--- src/rtl/decode_stage.sv ---
// RV32I decode stage: one-entry registered pipeline slot that turns a raw
// instruction word into an operation id, register indices and sign-extended immediate.
module decode_stage (
  input  logic        clk,
  input  logic        rst,
  input  logic        flush,
  input  logic        in_valid,
  output logic        in_ready,
  input  logic [31:0] in_instr,
  input  logic [31:0] in_pc,
  output logic        out_valid,
  input  logic        out_ready,
  output logic [5:0]  instr_id,
  output logic [4:0]  rs1_addr,
  output logic [4:0]  rs2_addr,
  output logic [4:0]  rd_addr,
  output logic [31:0] imm,
  output logic [31:0] pc_out,
  output logic        illegal
);

  localparam logic [5:0] INSTR_NONE  = 6'd0;
  localparam logic [5:0] INSTR_LUI   = 6'd1;
  localparam logic [5:0] INSTR_AUIPC = 6'd2;
  localparam logic [5:0] INSTR_JAL   = 6'd3;
  localparam logic [5:0] INSTR_JALR  = 6'd4;
  localparam logic [5:0] INSTR_BEQ   = 6'd5;
  localparam logic [5:0] INSTR_BNE   = 6'd6;
  localparam logic [5:0] INSTR_BLT   = 6'd7;
  localparam logic [5:0] INSTR_BGE   = 6'd8;
  localparam logic [5:0] INSTR_BLTU  = 6'd9;
  localparam logic [5:0] INSTR_BGEU  = 6'd10;
  localparam logic [5:0] INSTR_LB    = 6'd11;
  localparam logic [5:0] INSTR_LH    = 6'd12;
  localparam logic [5:0] INSTR_LW    = 6'd13;
  localparam logic [5:0] INSTR_LBU   = 6'd14;
  localparam logic [5:0] INSTR_LHU   = 6'd15;
  localparam logic [5:0] INSTR_SB    = 6'd16;
  localparam logic [5:0] INSTR_SH    = 6'd17;
  localparam logic [5:0] INSTR_SW    = 6'd18;
  localparam logic [5:0] INSTR_ADDI  = 6'd19;
  localparam logic [5:0] INSTR_SLTI  = 6'd20;
  localparam logic [5:0] INSTR_SLTIU = 6'd21;
  localparam logic [5:0] INSTR_XORI  = 6'd22;
  localparam logic [5:0] INSTR_ORI   = 6'd23;
  localparam logic [5:0] INSTR_ANDI  = 6'd24;
  localparam logic [5:0] INSTR_SLLI  = 6'd25;
  localparam logic [5:0] INSTR_SRLI  = 6'd26;
  localparam logic [5:0] INSTR_SRAI  = 6'd27;
  localparam logic [5:0] INSTR_ADD   = 6'd28;
  localparam logic [5:0] INSTR_SUB   = 6'd29;
  localparam logic [5:0] INSTR_SLL   = 6'd30;
  localparam logic [5:0] INSTR_SLT   = 6'd31;
  localparam logic [5:0] INSTR_SLTU  = 6'd32;
  localparam logic [5:0] INSTR_XOR   = 6'd33;
  localparam logic [5:0] INSTR_SRL   = 6'd34;
  localparam logic [5:0] INSTR_SRA   = 6'd35;
  localparam logic [5:0] INSTR_OR    = 6'd36;
  localparam logic [5:0] INSTR_AND   = 6'd37;

  localparam logic [6:0] OPC_LUI    = 7'h37;
  localparam logic [6:0] OPC_AUIPC  = 7'h17;
  localparam logic [6:0] OPC_JAL    = 7'h6F;
  localparam logic [6:0] OPC_JALR   = 7'h67;
  localparam logic [6:0] OPC_BRANCH = 7'h63;
  localparam logic [6:0] OPC_LOAD   = 7'h03;
  localparam logic [6:0] OPC_STORE  = 7'h23;
  localparam logic [6:0] OPC_OPIMM  = 7'h13;
  localparam logic [6:0] OPC_OP     = 7'h33;

  logic [6:0]  opcode;
  logic [2:0]  funct3;
  logic [6:0]  funct7;
  logic [31:0] imm_i, imm_s, imm_b, imm_u, imm_j;
  logic [31:0] fmt_imm;
  logic [5:0]  dec_id;
  logic        dec_illegal;
  logic [31:0] dec_imm;
  logic        accept;

  assign opcode = in_instr[6:0];
  assign funct3 = in_instr[14:12];
  assign funct7 = in_instr[31:25];

  assign imm_i = {{20{in_instr[31]}}, in_instr[31:20]};
  assign imm_s = {{20{in_instr[31]}}, in_instr[31:25], in_instr[11:7]};
  assign imm_b = {{19{in_instr[31]}}, in_instr[31], in_instr[7], in_instr[30:25],
                  in_instr[11:8], 1'b0};
  assign imm_u = {in_instr[31:12], 12'b0};
  assign imm_j = {{11{in_instr[31]}}, in_instr[31], in_instr[19:12], in_instr[20],
                  in_instr[30:21], 1'b0};

  // Operation id selection; anything left at INSTR_NONE is an unsupported encoding.
  always_comb begin
    dec_id  = INSTR_NONE;
    fmt_imm = 32'b0;
    case (opcode)
      OPC_LUI:   begin dec_id = INSTR_LUI;   fmt_imm = imm_u; end
      OPC_AUIPC: begin dec_id = INSTR_AUIPC; fmt_imm = imm_u; end
      OPC_JAL:   begin dec_id = INSTR_JAL;   fmt_imm = imm_j; end
      OPC_JALR: begin
        fmt_imm = imm_i;
        if (funct3 == 3'd0) dec_id = INSTR_JALR;
      end
      OPC_BRANCH: begin
        fmt_imm = imm_b;
        case (funct3)
          3'd0: dec_id = INSTR_BEQ;
          3'd1: dec_id = INSTR_BNE;
          3'd4: dec_id = INSTR_BLT;
          3'd5: dec_id = INSTR_BGE;
          3'd6: dec_id = INSTR_BLTU;
          3'd7: dec_id = INSTR_BGEU;
          default: dec_id = INSTR_NONE;
        endcase
      end
      OPC_LOAD: begin
        fmt_imm = imm_i;
        case (funct3)
          3'd0: dec_id = INSTR_LB;
          3'd1: dec_id = INSTR_LH;
          3'd2: dec_id = INSTR_LW;
          3'd4: dec_id = INSTR_LBU;
          3'd5: dec_id = INSTR_LHU;
          default: dec_id = INSTR_NONE;
        endcase
      end
      OPC_STORE: begin
        fmt_imm = imm_s;
        case (funct3)
          3'd0: dec_id = INSTR_SB;
          3'd1: dec_id = INSTR_SH;
          3'd2: dec_id = INSTR_SW;
          default: dec_id = INSTR_NONE;
        endcase
      end
      OPC_OPIMM: begin
        // Shifts keep the whole I immediate; funct7 occupies imm[11:5] there.
        fmt_imm = imm_i;
        case (funct3)
          3'd0: dec_id = INSTR_ADDI;
          3'd2: dec_id = INSTR_SLTI;
          3'd3: dec_id = INSTR_SLTIU;
          3'd4: dec_id = INSTR_XORI;
          3'd6: dec_id = INSTR_ORI;
          3'd7: dec_id = INSTR_ANDI;
          3'd1: dec_id = (funct7 == 7'h00) ? INSTR_SLLI : INSTR_NONE;
          3'd5: begin
            if (funct7 == 7'h00)      dec_id = INSTR_SRLI;
            else if (funct7 == 7'h20) dec_id = INSTR_SRAI;
            else                      dec_id = INSTR_NONE;
          end
          default: dec_id = INSTR_NONE;
        endcase
      end
      OPC_OP: begin
        case ({funct7, funct3})
          {7'h00, 3'd0}: dec_id = INSTR_ADD;
          {7'h20, 3'd0}: dec_id = INSTR_SUB;
          {7'h00, 3'd1}: dec_id = INSTR_SLL;
          {7'h00, 3'd2}: dec_id = INSTR_SLT;
          {7'h00, 3'd3}: dec_id = INSTR_SLTU;
          {7'h00, 3'd4}: dec_id = INSTR_XOR;
          {7'h00, 3'd5}: dec_id = INSTR_SRL;
          {7'h20, 3'd5}: dec_id = INSTR_SRA;
          {7'h00, 3'd6}: dec_id = INSTR_OR;
          {7'h00, 3'd7}: dec_id = INSTR_AND;
          default:       dec_id = INSTR_NONE;
        endcase
      end
      default: begin
        dec_id  = INSTR_NONE;
        fmt_imm = 32'b0;
      end
    endcase
  end

  assign dec_illegal = (dec_id == INSTR_NONE);
  assign dec_imm     = dec_illegal ? 32'b0 : fmt_imm;

  // Handshake: in_ready = !out_valid || out_ready; accept = in_valid && in_ready.
  // out_valid holds the result until out_ready is seen high on a rising edge.
  assign in_ready = !out_valid || out_ready;
  assign accept   = in_valid && in_ready;

  always_ff @(posedge clk) begin
    if (rst) begin
      out_valid <= 1'b0;
      illegal   <= 1'b0;
      instr_id  <= INSTR_NONE;
      rs1_addr  <= 5'b0;
      rs2_addr  <= 5'b0;
      rd_addr   <= 5'b0;
      imm       <= 32'b0;
      pc_out    <= 32'b0;
    end else if (flush) begin
      out_valid <= 1'b0;
    end else if (accept) begin
      out_valid <= 1'b1;
      illegal   <= dec_illegal;
      instr_id  <= dec_id;
      rs1_addr  <= in_instr[19:15];
      rs2_addr  <= in_instr[24:20];
      rd_addr   <= in_instr[11:7];
      imm       <= dec_imm;
      pc_out    <= in_pc;
    end else if (out_ready) begin
      out_valid <= 1'b0;
    end
  end

endmodule

--- config.mk ---
export PLATFORM = sky130hd
export DESIGN_NAME = decode_stage
export DESIGN_NICKNAME = d
export VERILOG_FILES = /design/src/rtl/decode_stage.sv
export SDC_FILE = /design/constraint.sdc
export NUM_CORES = 1
export LEC_CHECK = 0
export ABC_CLOCK_PERIOD_IN_PS = 3000
export CORE_ASPECT_RATIO = 0.5
export CORE_UTILIZATION = 63
export DETAILED_ROUTE_END_ITERATION = 7
export DONT_BUFFER_PORTS = 1
export GPL_ROUTABILITY_DRIVEN = 0
export GPL_TIMING_DRIVEN = 0
export PLACE_DENSITY = 0.9
export SLEW_MARGIN = 20
export SYNTH_ARGS = -nofsm -noshare
export SYNTH_HDL_FRONTEND = slang
export SYNTH_SLANG_ARGS = --single-unit
--- constraint.sdc ---
create_clock -name clk -period 3 [get_ports clk]
set_clock_uncertainty 0.05 [all_clocks]
set_input_delay 0.75 -clock clk [delete_from_list [all_inputs] [get_ports clk]]
set_output_delay 0.75 -clock clk [all_outputs]
set_load 0.02 [all_outputs]
# Word-level counts from Yosys, hierarchy flattened
# Index checks and enable logic that the tools add are counted.
[op_classes] mux=14 n_reduce_logical=12 n_bitwise=1 eq_ne=26
[op_table] op="$pmux W32 S5" n=1
[op_table] op="$pmux W6 S10" n=1
[op_table] op="$pmux W6 S9" n=1
[op_table] op="$pmux W6 S8" n=1
[op_table] op="$eq A10 B3 Y1 const B" n=4
[op_table] op="$mux W32" n=1
[op_table] op="$eq A7 B6 Y1 const B" n=4
[op_table] op="$pmux W4 S6" n=1
[op_table] op="$eq A7 B7 Y1 const B" n=3
[op_table] op="$eq A10 B2 Y1 const B" n=2
[op_table] op="$eq A10 B9 Y1 const B" n=2
[op_table] op="$pmux W4 S5" n=1
[op_table] op="$mux W5" n=3
[op_table] op="$pmux W5 S3" n=1
[op_table] op="$eq A7 B5 Y1 const B" n=2
[op_table] op="$eq A3 B3 Y1 const B" n=4
[op_table] op="$eq A10 B1 Y1 const B" n=1
[op_table] op="$logic_not A10 Y1" n=1
[op_table] op="$eq A7 B2 Y1 const B" n=1
[op_table] op="$logic_not A7 Y1" n=1
[op_table] op="$eq A3 B2 Y1 const B" n=2
[op_table] op="$logic_not A6 Y1" n=1
[op_table] op="$reduce_or A2 Y1" n=2
[op_table] op="$eq A3 B1 Y1 const B" n=1
[op_table] op="10 further kinds" n=11
[totals] ff_bits=87 out_inout_bits=88

# Depth between registers and ports, before layout
[depth] depth_word=7 ltp_mapped=10 depth_no_buf=6

# Worst setup path after synthesis
# No wires, ideal clock.
[synth_path] kind="input to register" startpoint="in in_instr[2]" endpoint="reg imm[12]" n_path_buf=3 slack_ns=0.491 path_stages=9 required_ns=2.833 setup_time_ns=0.117 arrival_ns=2.341 path_cell_list="buf_6 -> and4bb_1 -> buf_6 -> nand4_4 -> o221ai_1 -> a311oi_4 -> a41oi_4 -> buf_6 -> a32o_1"
[synth_via] elab_chain_cells=4
[synth_rtl] item="start, declared" line="9" source="input logic [31:0] in_instr,"
[synth_rtl] item="$eq A7 B6 Y1 (tied with other cells)" line="97" source="case (opcode)"
[synth_rtl] item="$pmux W6 S9 (tied with other cells)" line="97"
[synth_rtl] item="$logic_not A6 Y1 / $pmux W32 S5 (equally long branches)" line="178, 97"
[synth_rtl] item="$mux W32 *" line="179" source="assign dec_imm = dec_illegal ? 32'b0 : fmt_imm;"
[synth_rtl] item="end signal, assigned" line="205" source="imm <= dec_imm;"
[synth_rtl] item="end, declared" line="17" source="output logic [31:0] imm,"
# Every way passes the cells marked *; elsewhere a longest branch is shown, timed or not.
# A chain may end at the register's enable or synchronous reset.

# Worst setup path after layout
[layout_path] startpoint="reg out_valid" endpoint="reg imm[24]"
[layout_via] elab_chain_cells=4
[layout_rtl] item="start, declared" line="11" source="output logic out_valid,"
[layout_rtl] item="start signal, assigned" line="188" source="out_valid <= 1'b0;"
[layout_rtl] item="start signal, assigned" line="197" source="out_valid <= 1'b0;"
[layout_rtl] item="start signal, assigned" line="199" source="out_valid <= 1'b1;"
[layout_rtl] item="$logic_not A1 Y1" line="183" source="assign in_ready = !out_valid || out_ready;"
[layout_rtl] item="$logic_or A1 B1 Y1" line="183"
[layout_rtl] item="$logic_and A1 B1 Y1" line="184" source="assign accept = in_valid && in_ready;"
[layout_rtl] item="$reduce_and A2 Y1 (no source line)"
# No other way between the ends.

==> impl_metrics.ini <==
[routing]
avgViaCountPerCell = 6.25
antenna_left = 0
first_pass_iters = 5
vias = 3711
wire_per_inst_um = 17.9
drcViolationCount = 0
dr.first_iter.drc_count = 375
drt-total-wl_mm = 10.6

[cts]
ctsHoldBuffers = 0
clk_latency_ps = 330
clockBufferDepth = 2
htree_levels = 3
postCtsSetupRepairBufs = 0
cts_resized = 0
clk_pin_slew_worst_paths_ps = 60
cts_buffers = 9
clkSinkCount = 87
cts_tree = done
cts_root_buf = clkbuf_16

[timing]
hold_violations = 0
hold_slack_ps = 438
setup_violations = 0
period_share_pct = 86.8
rsz0062_at_grt = false
fin_ws_ps = 396
relSlewSlack_pct = 26.7
fin_crit_ps = 2600
tightest_slew_ps = 1090
drv_slew = 0
timing.fmax_mhz = 384
setup_tns_ps = 0

[layout]
area_delta_synth_final_pct = 10.7
final_util_pct = 72.6
fillers = 490
fin_nets = 570
final_common_cell = nand2_1
final_cells = 594
antennaDiodeCount = 0
final_cell_mix = nand2_1 (116), dfxtp_1 (87), a21oi_1 (68)
drive_gt1_share_pct = 8.30

[grt]
grt_antenna_before_repair = 0
grt_pass1_wl_mm = 15.8
grt_pass1_vias = 3209
grt_max_degree = 15
globalRouteTotalUtil_pct = 30.5
grt-ovfl-total = 0

[floorplanning]
die_w_um = 115
ios = 157
row_count = 20
die_area_um2 = 6700
start_util_pct = 65.6
die_y_um = 58.4
core_um2 = 6110

[yosys]
yosys_warnings = 0
yosys.area.top_type_share_pct = 43.5
synth_nets = 559
synth.distinct_cells = 60
syn-cell-area_um2 = 4010
synth_top_area_cell = dfxtp_1
ys.flop_type = dfxtp_1
yosysSeqAreaShare_pct = 43.5
synth_seq_cells = 87
synth_edf_count = 0
syn_area_per_cell_um2 = 8.17
async_reset_ff_share_pct = 0
synth_area_leaders = dfxtp_1 (43%), nand2_1 (11%), a21oi_1 (8.5%)
netlist_instances = 490

[place]
dp_slack_ps = 127
dp_hpwl_mm = 7.71
dp.cells = 578
port_buffers = 0

[power]
combPwrFrac_pct = 8.2
ir_worst_vdd_mv = 0.359
swShare_pct = 24.7
p_sw_mw = 0.649
power_leakage_nw = 1.58
internal_power_mw = 1.98
powerDensity_nw_per_um2 = 592
clockPowerShare_pct = 43.9
seqPwrFrac_pct = 47.9

[critical_path]
crit_top_cell = o21ai_1
crit_arrival_ps = 2820
crit_fanout = 10
cp-startpoint = out_valid
worst-path-buf-inv = 1
timing.rr.start = out_valid
critical_path_depth = 7
critPathRequiredTime_ps = 3210
critical_path.endpoint = imm[24]
critPathSlowestCell = nor3b_1
reg2reg_setup_slack_ps = 400
reg2reg_to = imm[24]
critPathKind = flip-flop to flip-flop
critPathMaxStageDelay_ps = 750
reg2regPathDepth = 7
crit_family = simple AND/OR/NAND/NOR gates
startpoint_type = flip-flop
cp-end-kind = flip-flop
crit_chain = nor2b_1 -> nor3b_1 -> o21ai_1 -> nor2_1 -> clkbuf_1 -> a21oi_1 -> o21ai_1

[outcome]
status = complete, no violations

[hold_path]
hold_class = input port to flip-flop
hold_depth = 1

[job]
maxCapViolCount = 0
[worst min path at each step]
stage	from	to	slack [ps]
final	flush	out_valid	440
after global routing	flush	out_valid	420
after CTS	flush	out_valid	430
after detailed placement	imm[27]	imm[27]	490
after global placement	imm[25]	imm[25]	480
after floorplan	imm[30]	imm[30]	470
[power by group through the flow]
stage	registers [mW]	logic, mW	clock network, mW
after floorplan	1.28	0.165	0
after global placement	1.28	0.205	0
after detailed placement	1.28	0.210	0
after CTS	1.26	0.211	1.16
after global routing	1.26	0.236	1.22
final	1.26	0.215	1.15
[cell type report]
type | count | area, µm² | share of cell area [%]
clock buffers | 12 | 267 | 6.01
clock inverters | 4 | 52.6 | 1.19
well taps | 88 | 110 | 2.48
multi-input cells | 355 | 2040 | 46.1
inverters | 8 | 30.0 | 0.677
flip-flops and latches | 87 | 1740 | 39.3
plain buffers | 40 | 190 | 4.29
[through the flow]
stage | cell area [µm²] | power, mW
2_1_floorplan | 4010 | 1.44
3_3_place_gp | 4120 | 1.49
3_5_place_dp | 4120 | 1.49
4_1_cts | 4430 | 2.63
5_1_grt | 4430 | 2.72
6_report | 4430 | 2.63
[sequential cells by signal (all words and copies together) (netlist names)]
signal,count
rs1_addr,5
pc_out,32
rd_addr,5
out_valid,1
rs2_addr,5
instr_id,6
imm,32
illegal,1
[logic make-up after synthesis]
logic type / after synthesis / share of synthesized area (%)
AO/OA/AOI/OAI: 158 / 27.3
buffers and inverters: 48 / 5.50
flip-flops: 87 / 43.5
AND/OR/NAND/NOR: 195 / 23.3
XOR/XNOR: 2 / 0.437
[cells in the mapped netlist (all sizes together) (2+ instances only)]
| cell | number |
|---|---|
| o21ai | 27 |
| a32oi | 2 |
| nor4 | 2 |
| nand3b | 5 |
| nand3 | 7 |
| a31oi | 3 |
| a22oi | 3 |
| a211o | 3 |
| and3b | 3 |
| o22ai | 2 |
| a21oi | 68 |
| and3 | 2 |
| nor2 | 21 |
| a211oi | 3 |
| or2 | 2 |
| a22o | 4 |
| and2 | 2 |
| o32ai | 2 |
| a21o | 9 |
| nor2b | 4 |
| o31ai | 4 |
| nand4 | 4 |
| inv | 8 |
| buf | 16 |
| nor3b | 5 |
| a32o | 16 |
| clkbuf | 24 |
| nor3 | 10 |
| a311oi | 3 |
| nand2b | 4 |
| nand2 | 117 |
| dfxtp | 87 |
[routing by layer]
metal	routed length [µm]	part of all wire [%]	global-route usage [%]	vias up
met3	1140	11	10.9	18
met4	128	1.2	9.09	0
met1	4560	43	39.1	1733
met5	0	0	0	-
met2	4810	45	49.1	202
li1	-	-	-	1758
Note: power is estimated with default switching activity, not from simulation.
